`src/rtl/reg_file_pkg.sv`:
```
// Shared definitions for the ping-pong register file: default widths, a clog2
// helper and the bank-ownership control state.
package reg_file_pkg;

  function automatic int clog2(input int value);
    int r;
    r = 0;
    for (int v = value - 1; v > 0; v = v >> 1) r++;
    return r;
  endfunction

  localparam int DEF_PORT_WIDTH       = 16;
  localparam int DEF_ADDR_WIDTH       = 4;
  localparam int DEF_WRITE_LANES      = 2;
  localparam int DEF_NUM_READ_PORTS   = 2;
  localparam int DEF_BLOCK_ADDR_WIDTH = DEF_ADDR_WIDTH - clog2(DEF_WRITE_LANES);

  // Bank ownership: which bank the producer fills, which one the consumers read,
  // and which banks currently hold committed data.
  typedef struct packed {
    logic       w_bank;
    logic       r_bank;
    logic [1:0] full;
  } ctrl_state_t;

endpackage

```
`src/rtl/reg_file_bank.sv`:
```
// One storage bank: WRITE_LANES-word block write at the clock edge and
// NUM_READ_PORTS combinational read taps.
module reg_file_bank
  import reg_file_pkg::*;
#(
  parameter int PORT_WIDTH     = DEF_PORT_WIDTH,
  parameter int ADDR_WIDTH     = DEF_ADDR_WIDTH,
  parameter int WRITE_LANES    = DEF_WRITE_LANES,
  parameter int NUM_READ_PORTS = DEF_NUM_READ_PORTS
) (
  input  logic                                         clk,
  input  logic                                         rst_n,
  input  logic                                         we,
  input  logic [ADDR_WIDTH-clog2(WRITE_LANES)-1:0]     blk_addr,
  input  logic [WRITE_LANES*PORT_WIDTH-1:0]            wdata,
  input  logic [NUM_READ_PORTS*ADDR_WIDTH-1:0]         raddr,
  output logic [NUM_READ_PORTS*PORT_WIDTH-1:0]         rdata
);

  localparam int DEPTH     = 2 ** ADDR_WIDTH;
  localparam int LANE_BITS = clog2(WRITE_LANES);

  logic [PORT_WIDTH-1:0] mem_q [DEPTH];
  logic [PORT_WIDTH-1:0] mem_d [DEPTH];
  logic [ADDR_WIDTH-1:0] base;

  always_comb begin
    base = ADDR_WIDTH'(blk_addr) << LANE_BITS;
    for (int a = 0; a < DEPTH; a++) mem_d[a] = mem_q[a];
    if (we) begin
      for (int i = 0; i < WRITE_LANES; i++)
        mem_d[base + ADDR_WIDTH'(i)] = wdata[i*PORT_WIDTH +: PORT_WIDTH];
    end
  end

  always_ff @(posedge clk or negedge rst_n) begin
    if (!rst_n) begin
      for (int a = 0; a < DEPTH; a++) mem_q[a] <= '0;
    end else begin
      for (int a = 0; a < DEPTH; a++) mem_q[a] <= mem_d[a];
    end
  end

  always_comb begin
    rdata = '0;
    for (int p = 0; p < NUM_READ_PORTS; p++)
      rdata[p*PORT_WIDTH +: PORT_WIDTH] = mem_q[raddr[p*ADDR_WIDTH +: ADDR_WIDTH]];
  end

endmodule

```
`src/rtl/pingpong_reg_file.sv`:
```
// Double-buffered register file: the producer fills one bank while consumers
// read the other; ownership swaps through commit/release handshakes.
module pingpong_reg_file
  import reg_file_pkg::*;
#(
  parameter int PORT_WIDTH     = DEF_PORT_WIDTH,
  parameter int ADDR_WIDTH     = DEF_ADDR_WIDTH,
  parameter int WRITE_LANES    = DEF_WRITE_LANES,
  parameter int NUM_READ_PORTS = DEF_NUM_READ_PORTS
) (
  input  logic                                     clock,
  input  logic                                     resetn,
  input  logic                                     writeEnable,
  input  logic [ADDR_WIDTH-clog2(WRITE_LANES)-1:0] writeAddrTransferBlock,
  input  logic [WRITE_LANES*PORT_WIDTH-1:0]        writeData,
  input  logic                                     writeCommit,
  output logic                                     writeReady,
  input  logic [NUM_READ_PORTS*ADDR_WIDTH-1:0]     readAddr,
  input  logic                                     readRelease,
  output logic                                     readReady,
  output logic [NUM_READ_PORTS*PORT_WIDTH-1:0]     readData,
  output logic                                     readValid
);

  localparam int RDW = NUM_READ_PORTS * PORT_WIDTH;

  ctrl_state_t    ctrl_q, ctrl_d;
  logic [RDW-1:0] rdata_q, rdata_d;
  logic           rvalid_q, rvalid_d;
  logic [RDW-1:0] tap0, tap1;
  logic           write_ok, commit_ok, release_ok;

  // Handshakes: writeReady/readReady depend only on registered state. A write,
  // commit or release takes effect only at an edge where its ready is high;
  // otherwise the request is dropped (never stalled or queued).
  assign writeReady = ~ctrl_q.full[ctrl_q.w_bank];
  assign readReady  = ctrl_q.full[ctrl_q.r_bank];
  assign write_ok   = writeEnable & writeReady;

  reg_file_bank #(
    .PORT_WIDTH(PORT_WIDTH), .ADDR_WIDTH(ADDR_WIDTH),
    .WRITE_LANES(WRITE_LANES), .NUM_READ_PORTS(NUM_READ_PORTS)
  ) u_bank0 (
    .clk(clock), .rst_n(resetn),
    .we(write_ok & ~ctrl_q.w_bank),
    .blk_addr(writeAddrTransferBlock), .wdata(writeData),
    .raddr(readAddr), .rdata(tap0)
  );

  reg_file_bank #(
    .PORT_WIDTH(PORT_WIDTH), .ADDR_WIDTH(ADDR_WIDTH),
    .WRITE_LANES(WRITE_LANES), .NUM_READ_PORTS(NUM_READ_PORTS)
  ) u_bank1 (
    .clk(clock), .rst_n(resetn),
    .we(write_ok & ctrl_q.w_bank),
    .blk_addr(writeAddrTransferBlock), .wdata(writeData),
    .raddr(readAddr), .rdata(tap1)
  );

  // Commit needs ~full and release needs full, so when both banks pointers
  // coincide at most one of them can fire; otherwise they touch different bits.
  always_comb begin
    ctrl_d     = ctrl_q;
    commit_ok  = writeCommit & writeReady;
    release_ok = readRelease & readReady;
    if (commit_ok) begin
      ctrl_d.full[ctrl_q.w_bank] = 1'b1;
      ctrl_d.w_bank              = ~ctrl_q.w_bank;
    end
    if (release_ok) begin
      ctrl_d.full[ctrl_q.r_bank] = 1'b0;
      ctrl_d.r_bank              = ~ctrl_q.r_bank;
    end
    rdata_d  = ctrl_q.r_bank ? tap1 : tap0;
    rvalid_d = readReady;
  end

  always_ff @(posedge clock or negedge resetn) begin
    if (!resetn) begin
      ctrl_q   <= '0;
      rdata_q  <= '0;
      rvalid_q <= 1'b0;
    end else begin
      ctrl_q   <= ctrl_d;
      rdata_q  <= rdata_d;
      rvalid_q <= rvalid_d;
    end
  end

  assign readData  = rdata_q;
  assign readValid = rvalid_q;

endmodule

```
`config.mk`:
```
export PLATFORM = sky130hd
export DESIGN_NAME = pingpong_reg_file
export DESIGN_NICKNAME = d
export VERILOG_FILES = /design/src/rtl/reg_file_pkg.sv /design/src/rtl/reg_file_bank.sv /design/src/rtl/pingpong_reg_file.sv
export SDC_FILE = /design/constraint.sdc
export NUM_CORES = 1
export LEC_CHECK = 0
export CORE_UTILIZATION = 45
export CTS_BUF_LIST = sky130_fd_sc_hd__clkbuf_16
export DETAILED_ROUTE_END_ITERATION = 12
export GPL_TIMING_DRIVEN = 0
export PLACE_DENSITY = 0.58
export SLEW_MARGIN = 20
export SYNTH_ARGS = -nofsm -noshare
export SYNTH_HDL_FRONTEND = slang
export SYNTH_HIERARCHICAL = 1
export SYNTH_SLANG_ARGS = --single-unit
```
`constraint.sdc`:
```
create_clock -name clock -period 2.2 [get_ports clock]
set_input_delay 0.33 -clock clock [delete_from_list [all_inputs] [get_ports clock]]
set_output_delay 0.33 -clock clock [all_outputs]
set_load 0.01 [all_outputs]
```
-- Yosys cells after proc, flatten, opt, wreduce, memory -nomap -nowiden
Index checks and enable logic that the tools add are counted.
W data, S select, Z words.
- output and inout bits: 35
- bits in registers: 549
- bits of input ports: 48
- word-level logic and storage cells: 98
- order comparisons: 10
- $add $sub $neg: 1
- multiplexer cells: 31
- reductions and logical operators: 4
- bitwise logic cells: 15
- operators by type and width (cell ; count):
    $bwmux W256 ; 4
    $bmux W16 S4 ; 4
    $mux W16 ; 10
    $demux W16 S4 ; 2
    $mux W32 ; 1
    $ge A5 B5 Y1 const B ; 4
    $not A4 Y5 ; 4
    $lt A5 B1 Y1 const B ; 2
    $mux W1 ; 6
    $and A1 B1 Y1 ; 5
    $add A4 B1 Y4 const B ; 1
    $logic_and A1 B1 Y1 ; 4
    $lt A1 B2 Y1 const B ; 2
    $mux W2 ; 2
    $not A1 Y1 ; 3
    $and A2 B2 Y2 ; 1
    $demux W1 S1 ; 2
    $ge A1 B1 Y1 const B ; 2
    $not A2 Y2 ; 1
    $or A2 B2 Y2 ; 1

-- Depth between registers and ports, before layout
- word-level depth: 8
- depth in mapped cells: 8
- gate-level depth less buffers: 5

-- Cells and area by module
The synthesis kept the hierarchy.
- by module, submodules not included (module ; instances ; seq. area each (um2) ; cells each ; area an instance (um2)):
    reg_file_bank ; 2 ; 6406.1 ; 823 ; 13593.0
    pingpong_reg_file ; 1 ; 925.9 ; 89 ; 1547.7

-- Worst setup path after synthesis
Ideal clock, no wire load.
- kind: reg-to-reg
- start point: register ctrl_q[3] (netlist name)
- end point: register u_bank0/mem_q[119] (netlist name)
- clock period less this slack: 1.871 ns
- cell stages (with the launch flop): 8
- setup time: 0.125 ns
- data required time: 2.075 ns
- setup slack: 0.329 ns
- path buffers: 3
- arrival time: 1.746 ns
- cell sequence: dfrtp_1 clkbuf_2 nor3b_1 buf_2 nand2b_4 nor3b_2 buf_4 mux2_2
- cells in the longest elaborated chain, start to end: 5
- elaborated cells between the ends (all ways): 6
- those cells by class: mux: 2; bitwise: 4
- RTL lines (what ; line ; source):
    start, declared ; pingpong_reg_file.sv:27 ; ctrl_state_t ctrl_q, ctrl_d;
    start signal, assigned ; pingpong_reg_file.sv:84 ; ctrl_q <= ctrl_d;
    $mux W1 (implied by the code) (2 in a row) ; pingpong_reg_file.sv:36 ; assign writeReady = ~ctrl_q.full[ctrl_q.w_bank];
    $not A1 Y1 ; pingpong_reg_file.sv:36 ;
    $and A1 B1 Y1 ; pingpong_reg_file.sv:38 ; assign write_ok = writeEnable & writeReady;
    $and A1 B1 Y1 * ; pingpong_reg_file.sv:45 ; .we(write_ok & ~ctrl_q.w_bank),
    end, declared ; reg_file_bank.sv:23 ; logic [PORT_WIDTH-1:0] mem_q [DEPTH];
Every way passes the cells marked *; elsewhere a longest branch is shown, timed or not. The select of a mux whose other input is x is not followed.
A chain may end at the register's enable or synchronous reset.

-- Worst setup path after layout
- start point: register ctrl_q[3] (netlist name)
- end point: register u_bank0/mem_q[61] (netlist name)
The elaborated chain is that of the path after synthesis.

==> flow_summary.toml <==
[setup_path]
crit_chain = "nor3b_4, buf_6, buf_4, nand4b_1, buf_2, mux2_2"
cpLargestDelayFamily = "buffers and inverters"
crit_slowest_cell = "dfrtp_2"
critPathBufInv = 3
critPathArrivalTime_ns = 2.71
r2r-start = "ctrl_q[3]"
critical_path_class = "flip-flop to flip-flop"
r2r_slack_ns = -0.009
start_kind = "flip-flop"
rr_worst_depth = 6
cp_slowest_stage_delay_ns = 0.44
r2r_end = "u_bank0/mem_q[61]"
cp.required_ns = 2.70
cp-end-kind = "flip-flop"
cp_max_fo = 10

[global_routing]
grt_pass1_wl_um = 135000
grt_usage_pct = 29.8
grt_start_max_net_pins = 97
antenna_found_initial = 6
overflow = 0
grt_pass1_vias = 18100

[worst_hold_path]
hold_path_class = "input pin to asynchronous set/reset pin"

[clocking]
clk_pin_slew_ns = 0.06
clock_sinks = 549
clockBufferDepth = 3
insertion_delay_ns = 0.64
cts_tree = "yes"
clockRootBuffer = "clkbuf_16"
numCtsBuffers = 61
cts-htree-levels = 2

[finish]
mostFrequentLayoutCell = "dfrtp_1"
drive_above_1_share_pct = 47.0
seq_area_um2 = 13700
filler_cell_count = 5180
synthToLayoutAreaGrowth_pct = 15.7
nets = 1945
layoutNonFillerInstCount = 2803
multi_input_area_um2 = 14300
final_cell_mix = "dfrtp_1, mux2_2, mux4_1, mux4_2, a22oi_1"

[floorplan]
placementRows = 92
die_h_um = 255
ios = 83
core-area_um2 = 63100
die_area_um2 = 64900
fp.dieW_um = 255
start_util_pct = 45.6

[drt]
dr.pass1.iters = 5
first_iter_violations = 1806
remaining_drc_errors = 0
via_count = 18000
viasPerCell = 6.43
post_drt_wl_per_cell_um = 33.8
drt-total-wl_um = 94800
postRouteAntennaNets = 0

[timing]
rsz0062_at_grt = "true"
fmax_ghz = 0.453
hold_ws_ns = 0.228
setup_viol = 3
drv_slew = 0
skew_ns = 0.0240
layout_setup_ws_ns = -0.00895
post-route-period-util_pct = 100
tns_ns = -0.0119
relSlewSlack_pct = 20.8
finalHoldViolations = 0
period_minus_slack_ns = 2.21
tightest_slew_ns = 1.18

[synthesis]
synth_seq_area_share_pct = 47.8
synthDistinctLibCells = 31
syn_avg_cell_area_um2 = 16.6
synth.area.top_cells = "dfrtp_1, mux2_2, mux4_1"
synthCells = 1735
yosys_warnings = 6
yosysTopAreaCell = "dfrtp_1"
ys_ff_latch = 549
syn_area_um2 = 28700
yosysTopAreaCellShare_pct = 47.8
synth_fp_nets = 1783

[place]
placedCellCount = 2663
io_buffers = 76
place_congestion = 0.884
dp_hpwl_um = 62200

[power]
powerDensity_nw_per_um2 = 1180
p_leak_uw = 0.0151
peakVddDrop_v = 0.000625

[run_status]
status = "finished with violations"
violations = "negative setup slack"

[flow_run]
maxCapViolations = 0
registers in the layout, summed over array words and instances, names as in the netlist:
signal,cells
u_bank0/mem_q,256
u_bank1/mem_q,256
readValid,1
ctrl_q,4
readData,32
cells in the mapped netlist (all sizes together):
master  number
nor3         4
mux2i        1
and2         4
nor3b        5
nand2b       2
nor2         5
nand4b       6
nor2b       10
clkbuf      33
nand4        2
mux4       256
a22oi      128
buf        110
dfrtp      549
mux2       545
o22a         2
nand2       69
a21oi        2
a31oi        2
area by class of cell:
| class | count | area share, % |
|---|---|---|
| antenna | 7 | 0.0527 |
| clock buffer | 63 | 4.74 |
| timing repair buffer | 100 | 3.22 |
| clock inverter | 53 | 1.08 |
| buffer | 142 | 3.32 |
| tap | 846 | 3.19 |
| sequential | 549 | 41.3 |
| multi-input combinational | 1043 | 43.0 |
how the worst max path moves through the flow:
stage                      from                  to  slack, ns  cells after the start
CTS                 readAddr[6]        readData[29]     0.0008                      7
detailed placement  readAddr[2]        readData[10]      -1.15                      7
finish                ctrl_q[3]   u_bank0/mem_q[61]     -0.009                      6
global route          ctrl_q[3]   u_bank0/mem_q[55]      -0.09                      6
global placement         resetn  u_bank1/mem_q[152]     -23.84                      1
floorplan             ctrl_q[3]  u_bank0/mem_q[119]       0.33                      7
logic make-up (layout without fill, tap and decap cells):
| family | after synthesis | after routing | share of synthesized area (%) |
|---|---|---|---|
| compound gates | 134 | 134 | 3.48 |
| other cells | 0 | 7 | 0 |
| simple gates | 107 | 107 | 1.93 |
| mux | 802 | 802 | 43.5 |
| buf+inv | 143 | 358 | 3.23 |
| flops | 549 | 549 | 47.8 |
metrics by stage:
step	utilization [%]	worst slack (ns)	power (uW)	instance area [um2]
floorplan	-	0.329	24600	28700
global placement	48.4	-23.84	28300	30600
detailed placement	48.7	-1.15	28800	30700
CTS	52.3	0.000829	39100	33000
global route	52.7	-0.0864	40900	33200
finish	52.7	-0.00895	39200	33200
power breakdown:
group          switching, uW  internal (uW)  total, uW  leakage [uW]
clock                   4290           5720      10000       0.00101
sequential              2790          14200      17000       0.00707
combinational           4740           7440      12200       0.00698
total                  11800          27400      39200        0.0151
repair_timing:
item / 4_1_cts / 5_1_grt
pin swaps: 4 / 6
hold buffers: 1 / 0
cloned: 1 / 1
setup endpoints to repair: 393 / 295
hold endpoints to repair: 54 / 0
setup buffers: 9 / 6
resized for setup: 69 / 58
metal layers:
metal / up-vias / GRT usage [%] / wire length [um]
met1: 9787 / 42.7 / 40600
met3: 133 / 6.75 / 8030
met4: 2 / 8.14 / 2380
li1: 7322 / - / -
met5: - / 0 / 16
met2: 772 / 45.6 / 43700
No activity file was read; power rests on OpenSTA's default activity.
